File: config.mk
export PLATFORM = sky130hd
export DESIGN_NAME = m_pipe_reg
export DESIGN_NICKNAME = d
export VERILOG_FILES = /design/src/rtl/m_pipe_reg.sv
export SDC_FILE = /design/constraint.sdc
export NUM_CORES = 1
export LEC_CHECK = 0
export ABC_AREA = 1
export BUFFER_PORTS_ARGS = -buffer_cell sky130_fd_sc_hd__buf_2
export CORE_MARGIN = 4
export CORE_UTILIZATION = 30
export CTS_BUF_LIST = sky130_fd_sc_hd__clkbuf_8
export DETAILED_ROUTE_END_ITERATION = 12
export PLACE_DENSITY = 0.59
export SYNTH_ARGS = -nofsm -noshare
export SYNTH_HDL_FRONTEND = slang
export SYNTH_SLANG_ARGS = --single-unit
File: constraint.sdc
create_clock -name clock -period 1.5 [get_ports clock]
set_clock_uncertainty 0.15 [all_clocks]
set_input_delay 0.075 -clock clock [delete_from_list [all_inputs] [get_ports clock]]
set_output_delay 0.075 -clock clock [all_outputs]
set_load 0.01 [all_outputs]
File: src/rtl/m_pipe_reg.sv
// Execute-to-memory pipeline register with valid/ready on both sides.
// Define YSYX_23060251_M_PIPE_SKID_EN to add a skid entry and register m_ready_o.
module m_pipe_reg #(
  parameter int OPINFO_W = 16
) (
  input  logic                clock,
  input  logic                reset,
  input  logic                e_valid_i,
  output logic                m_ready_o,
  input  logic [31:0]         pc_i,
  input  logic [31:0]         res_i,
  input  logic [31:0]         src2_i,
  input  logic [4:0]          rd_i,
  input  logic                rd_wen_i,
  input  logic [OPINFO_W-1:0] opinfo_i,
  input  logic                flush_i,
  output logic                M_valid_o,
  input  logic                lsu_ready_i,
  output logic [31:0]         pc_o,
  output logic [31:0]         res_o,
  output logic [31:0]         src2_o,
  output logic [4:0]          rd_o,
  output logic                rd_wen_o,
  output logic [OPINFO_W-1:0] opinfo_o
);

  // Handshakes: a bundle transfers on a side only in a cycle where both its
  // valid and its ready are high; valid never waits on ready.
  localparam int BW = 102 + OPINFO_W;

  logic [BW-1:0] in_b;
  logic [BW-1:0] main_b;
  logic          main_v;
  logic          accept;
  logic          consume;

  assign in_b    = {pc_i, res_i, src2_i, rd_i, rd_wen_i, opinfo_i};
  assign {pc_o, res_o, src2_o, rd_o, rd_wen_o, opinfo_o} = main_b;
  assign M_valid_o = main_v;
  assign accept    = e_valid_i & m_ready_o;
  assign consume   = main_v & lsu_ready_i;

`ifdef YSYX_23060251_M_PIPE_SKID_EN
  logic [BW-1:0] skid_b;
  logic          skid_free;

  // Ready is the inverse of skid occupancy, kept directly as a flop so no
  // LSU timing reaches the execute stage.
  assign m_ready_o = skid_free;

  always_ff @(posedge clock) begin
    if (reset) begin
      main_v    <= 1'b0;
      skid_free <= 1'b1;
      main_b    <= '0;
      skid_b    <= '0;
    end else if (flush_i) begin
      main_v    <= 1'b0;
      skid_free <= 1'b1;
    end else if (!skid_free) begin
      if (consume) begin
        main_b    <= skid_b;
        skid_free <= 1'b1;
      end
    end else if (accept) begin
      if (!main_v || consume) begin
        main_b <= in_b;
        main_v <= 1'b1;
      end else begin
        skid_b    <= in_b;
        skid_free <= 1'b0;
      end
    end else if (consume) begin
      main_v <= 1'b0;
    end
  end
`else
  assign m_ready_o = ~main_v | lsu_ready_i;

  always_ff @(posedge clock) begin
    if (reset) begin
      main_v <= 1'b0;
      main_b <= '0;
    end else if (flush_i) begin
      main_v <= 1'b0;
    end else if (accept) begin
      main_b <= in_b;
      main_v <= 1'b1;
    end else if (consume) begin
      main_v <= 1'b0;
    end
  end
`endif

endmodule

==> results_dict.tcl <==
set metrics [dict create \
    outcome "finished, final reports clean" \
    critical_path_required_ns 1.67 \
    viasPerCell 4.42 \
    clock_tree.buffer_depth 2 \
    setup.worst_path.end "M_valid_o" \
    clock_tree_root_buffer_cell "sky130_fd_sc_hd__clkbuf_8" \
    p_comb_share_pct 18.7 \
    num_rows 48 \
    global_route_wire_length_before_repair_um 27400 \
    synth.cell_area_um2 5260 \
    max_cap_viol_count 0 \
    path_clk_slew_ns 0.07 \
    place.port_buffers 242 \
    ys_ff_latch 119 \
    critical_path_peak_fanout 2 \
    firstDrtPassIters 4 \
    capture_instance_of_the_worst_register_to_register_path "M_valid_o" \
    timing_worst_slew_pin_value_ns 0.391 \
    cts_num_sinks 119 \
    critical_path.max_stage_delay_ns 0.56 \
    nets 1253 \
    grt_antenna_before_repair 0 \
    num_antenna_cells 0 \
    source_to_sink_clock_delay_at_the_later_pin_of_the_worst_skew_pair_ns 0.43 \
    tritoncts "built" \
    timing.final.crit_period_ns 1.47 \
    first_global_vias 5605 \
    worstPathCellList "buf_4 -> a21oi_1 -> nor3_1 -> dlygate4sd3_1" \
    gr-usage-all-layers_pct 16.8 \
    post_synth_inst_count 780 \
    design.portCount 243 \
    worstRegToRegCells 4 \
    setup_viol 0 \
    detailed_route_iter0_violations 225 \
    criticalPathCategory "reg -> reg" \
    routed-via-count 6038 \
    reg2reg_setup_slack_ns 0.03 \
    critical_path.reg2reg.startpoint "M_valid_o" \
    ys_seq_area_share_pct 45.3 \
    timing_max_transition_violations_final 0 \
    drt_drc_violations_left 0 \
    timing.final.crit_share_pct 97.9 \
    core_region_area_um2 17200 \
    min-delay-path-class "in -> reg" \
    rsz0062_at_grt "true" \
    synth_area_leaders "sky130_fd_sc_hd__dfxtp_1 45%, sky130_fd_sc_hd__a21oi_1 11%, sky130_fd_sc_hd__nand3_1 11%, sky130_fd_sc_hd__inv_1 8.6%, sky130_fd_sc_hd__nand2_1 8.5%" \
    areaGrowthSynthToFinish_pct 62.8 \
    floorplan.die.width_um 140 \
    synth-xor-area-share_pct 0 \
    dpl-instance-area_um2 6840 \
    total_leakage_power_uw 0.00464 \
    timing.final.ws_setup_ns 0.0308 \
    post-dp-hpwl_um 10400 \
    wirelength_um 17100 \
    placed_cells 1211 \
    setup.worst_path.start_class "flop" \
    timing.critical_path.slowest_stage_cell "sky130_fd_sc_hd__dlygate4sd3_1" \
    detail-route-antenna-nets 0 \
    power.switching_fraction_pct 26.3 \
    power.net_switching_uw 2160 \
    die-height_um 140 \
    grt_start_max_net_pins 79 \
    synthesized_area_per_cell_um2 6.75 \
    gpl.final_weighted_congestion 0.765 \
    netlist.area_leader.share_pct 45.3 \
    avgRoutedWirePerCell_um 12.5 \
    slew_headroom_pct 73.9 \
    pre_cts_ws_ns 0.189 \
    total_internal_power_uw 6050 \
    post_route_cells_drive_above_1_share_pct 27.1 \
    synth.distinct_cells 13 \
    yosysWarningCount 0 \
    seq_power_share_pct 42.4 \
    synth_largest_area_cell "sky130_fd_sc_hd__dfxtp_1" \
    muxShareOfSynthArea_pct 0 \
    final.hold.worst_slack_ns 0.0431 \
    p_clk_share_pct 38.9 \
    grt_overflow 0 \
    tritoncts.num_buffers 17 \
    irDropWorstVdd_mv 0.535 \
    synth_adder_area_share_pct 0 \
    critical_path.endpoint_type "flop" \
    synth_fp_nets 903 \
    startpoint "M_valid_o" \
    synth_compound_area_share_pct 11.3 \
    power_density_nw_per_um2 958 \
    synthSimpleGateAreaFrac_pct 28.3 \
    clock_tree.htree_level_count 4 \
    worst_ep_arrival_time_ns 1.64 \
    synth_top_family_by_area "simple AND/OR/NAND/NOR gates" \
    starting_density_of_the_core_pct 30.5 \
    design.die.area_um2 19700 \
    instances_no_fill 1367 \
    timing_hold_violations_final 0 \
    final_cell_area_um2 8570 \
    timing.fmax_mhz 681 \
]
## logic make-up after synthesis
logic type,count (synthesis)
simple gates,357
flops,119
buf+inv,185
compound gates,119
## layer usage
layer  GRT usage, %  up-vias  wire (um)
li1               -     3124          -
met4           6.43        0        331
met2           25.9      236       7660
met1           21.1     2652       7730
met3           6.79       26       1350
met5              0        -          0
## cells in the final DEF (no fill, tap or decap)
cell / n
sky130_fd_sc_hd__clkinv_2: 3
sky130_fd_sc_hd__dlygate4sd3_1: 120
sky130_fd_sc_hd__nand2_1: 118
sky130_fd_sc_hd__clkbuf_16: 1
sky130_fd_sc_hd__buf_12: 16
sky130_fd_sc_hd__a21oi_1: 119
sky130_fd_sc_hd__dfxtp_1: 118
sky130_fd_sc_hd__buf_4: 14
sky130_fd_sc_hd__bufinv_16: 3
sky130_fd_sc_hd__nor2_4: 1
sky130_fd_sc_hd__inv_1: 121
sky130_fd_sc_hd__nand3_1: 118
sky130_fd_sc_hd__nand2_4: 1
sky130_fd_sc_hd__buf_6: 2
sky130_fd_sc_hd__bufbuf_16: 1
sky130_fd_sc_hd__clkinvlp_4: 2
sky130_fd_sc_hd__dfxtp_2: 1
sky130_fd_sc_hd__buf_2: 241
sky130_fd_sc_hd__nor3_1: 1
sky130_fd_sc_hd__clkbuf_8: 23
sky130_fd_sc_hd__nor2_1: 118
## sequential cells by signal (all words and copies together) (netlist names)
name       flops
main_b       118
M_valid_o      1
## worst max-delay path: cells and delay by family (launching register included)
kind,cells,cell delay [ns]
compound gates,1,0.13
buf+inv,2,0.69
simple gates,1,0.05
flops,1,0.34
## synthesized netlist by cell type, drive strengths merged
cell type	number
clkbuf	3
nand3	118
inv	121
a21oi	119
nor2	119
nor3	1
dfxtp	119
nand2	119
buf	61
## layout make-up
class                      instances  area (um^2)
clock buffer                      23          317
clock inverter                     8          119
fill                            1665         8670
inverter                         121          455
multi-input combinational        476         2100
sequential                       119         2380
tap                              225          282
timing repair buffer             395         2910
## worst min path at each step
stage,start,endpoint,cells past startpoint
after global routing,reset,main_b[74],5
after global placement,reset,M_valid_o,2
after detailed placement,flush_i,M_valid_o,2
final,reset,main_b[80],5
after CTS,reset,main_b[80],5
after floorplan,reset,M_valid_o,1
## power by group through the flow
stage	clock network, uW	logic [uW]	registers (uW)
3_5_place_dp	0	1270	3550
5_1_grt	3490	1710	3510
6_report	3190	1530	3490
2_1_floorplan	0	609	3660
4_1_cts	3320	1520	3480
3_3_place_gp	0	1260	3550
## timing repair
item / 4_1_cts / 5_1_grt
pin swaps: 1 / 0
buffers inserted: 3 / 0
hold buffers: 120 / 0
gates cloned: 1 / 1
endpoints found under the hold margin: 119 / 0
setup endpoints to repair: 1 / 5
gates resized for setup: 2 / 1
## metrics by stage
step	total power, uW	util, %	TNS (ns)
after CTS	8330	49.5	0
after global placement	4820	39.7	0
final	8210	49.7	0
after floorplan	4260	-	0
after detailed placement	4830	39.7	0
after global routing	8710	49.7	-0.0201
Note: power is estimated with default switching activity, not from simulation.
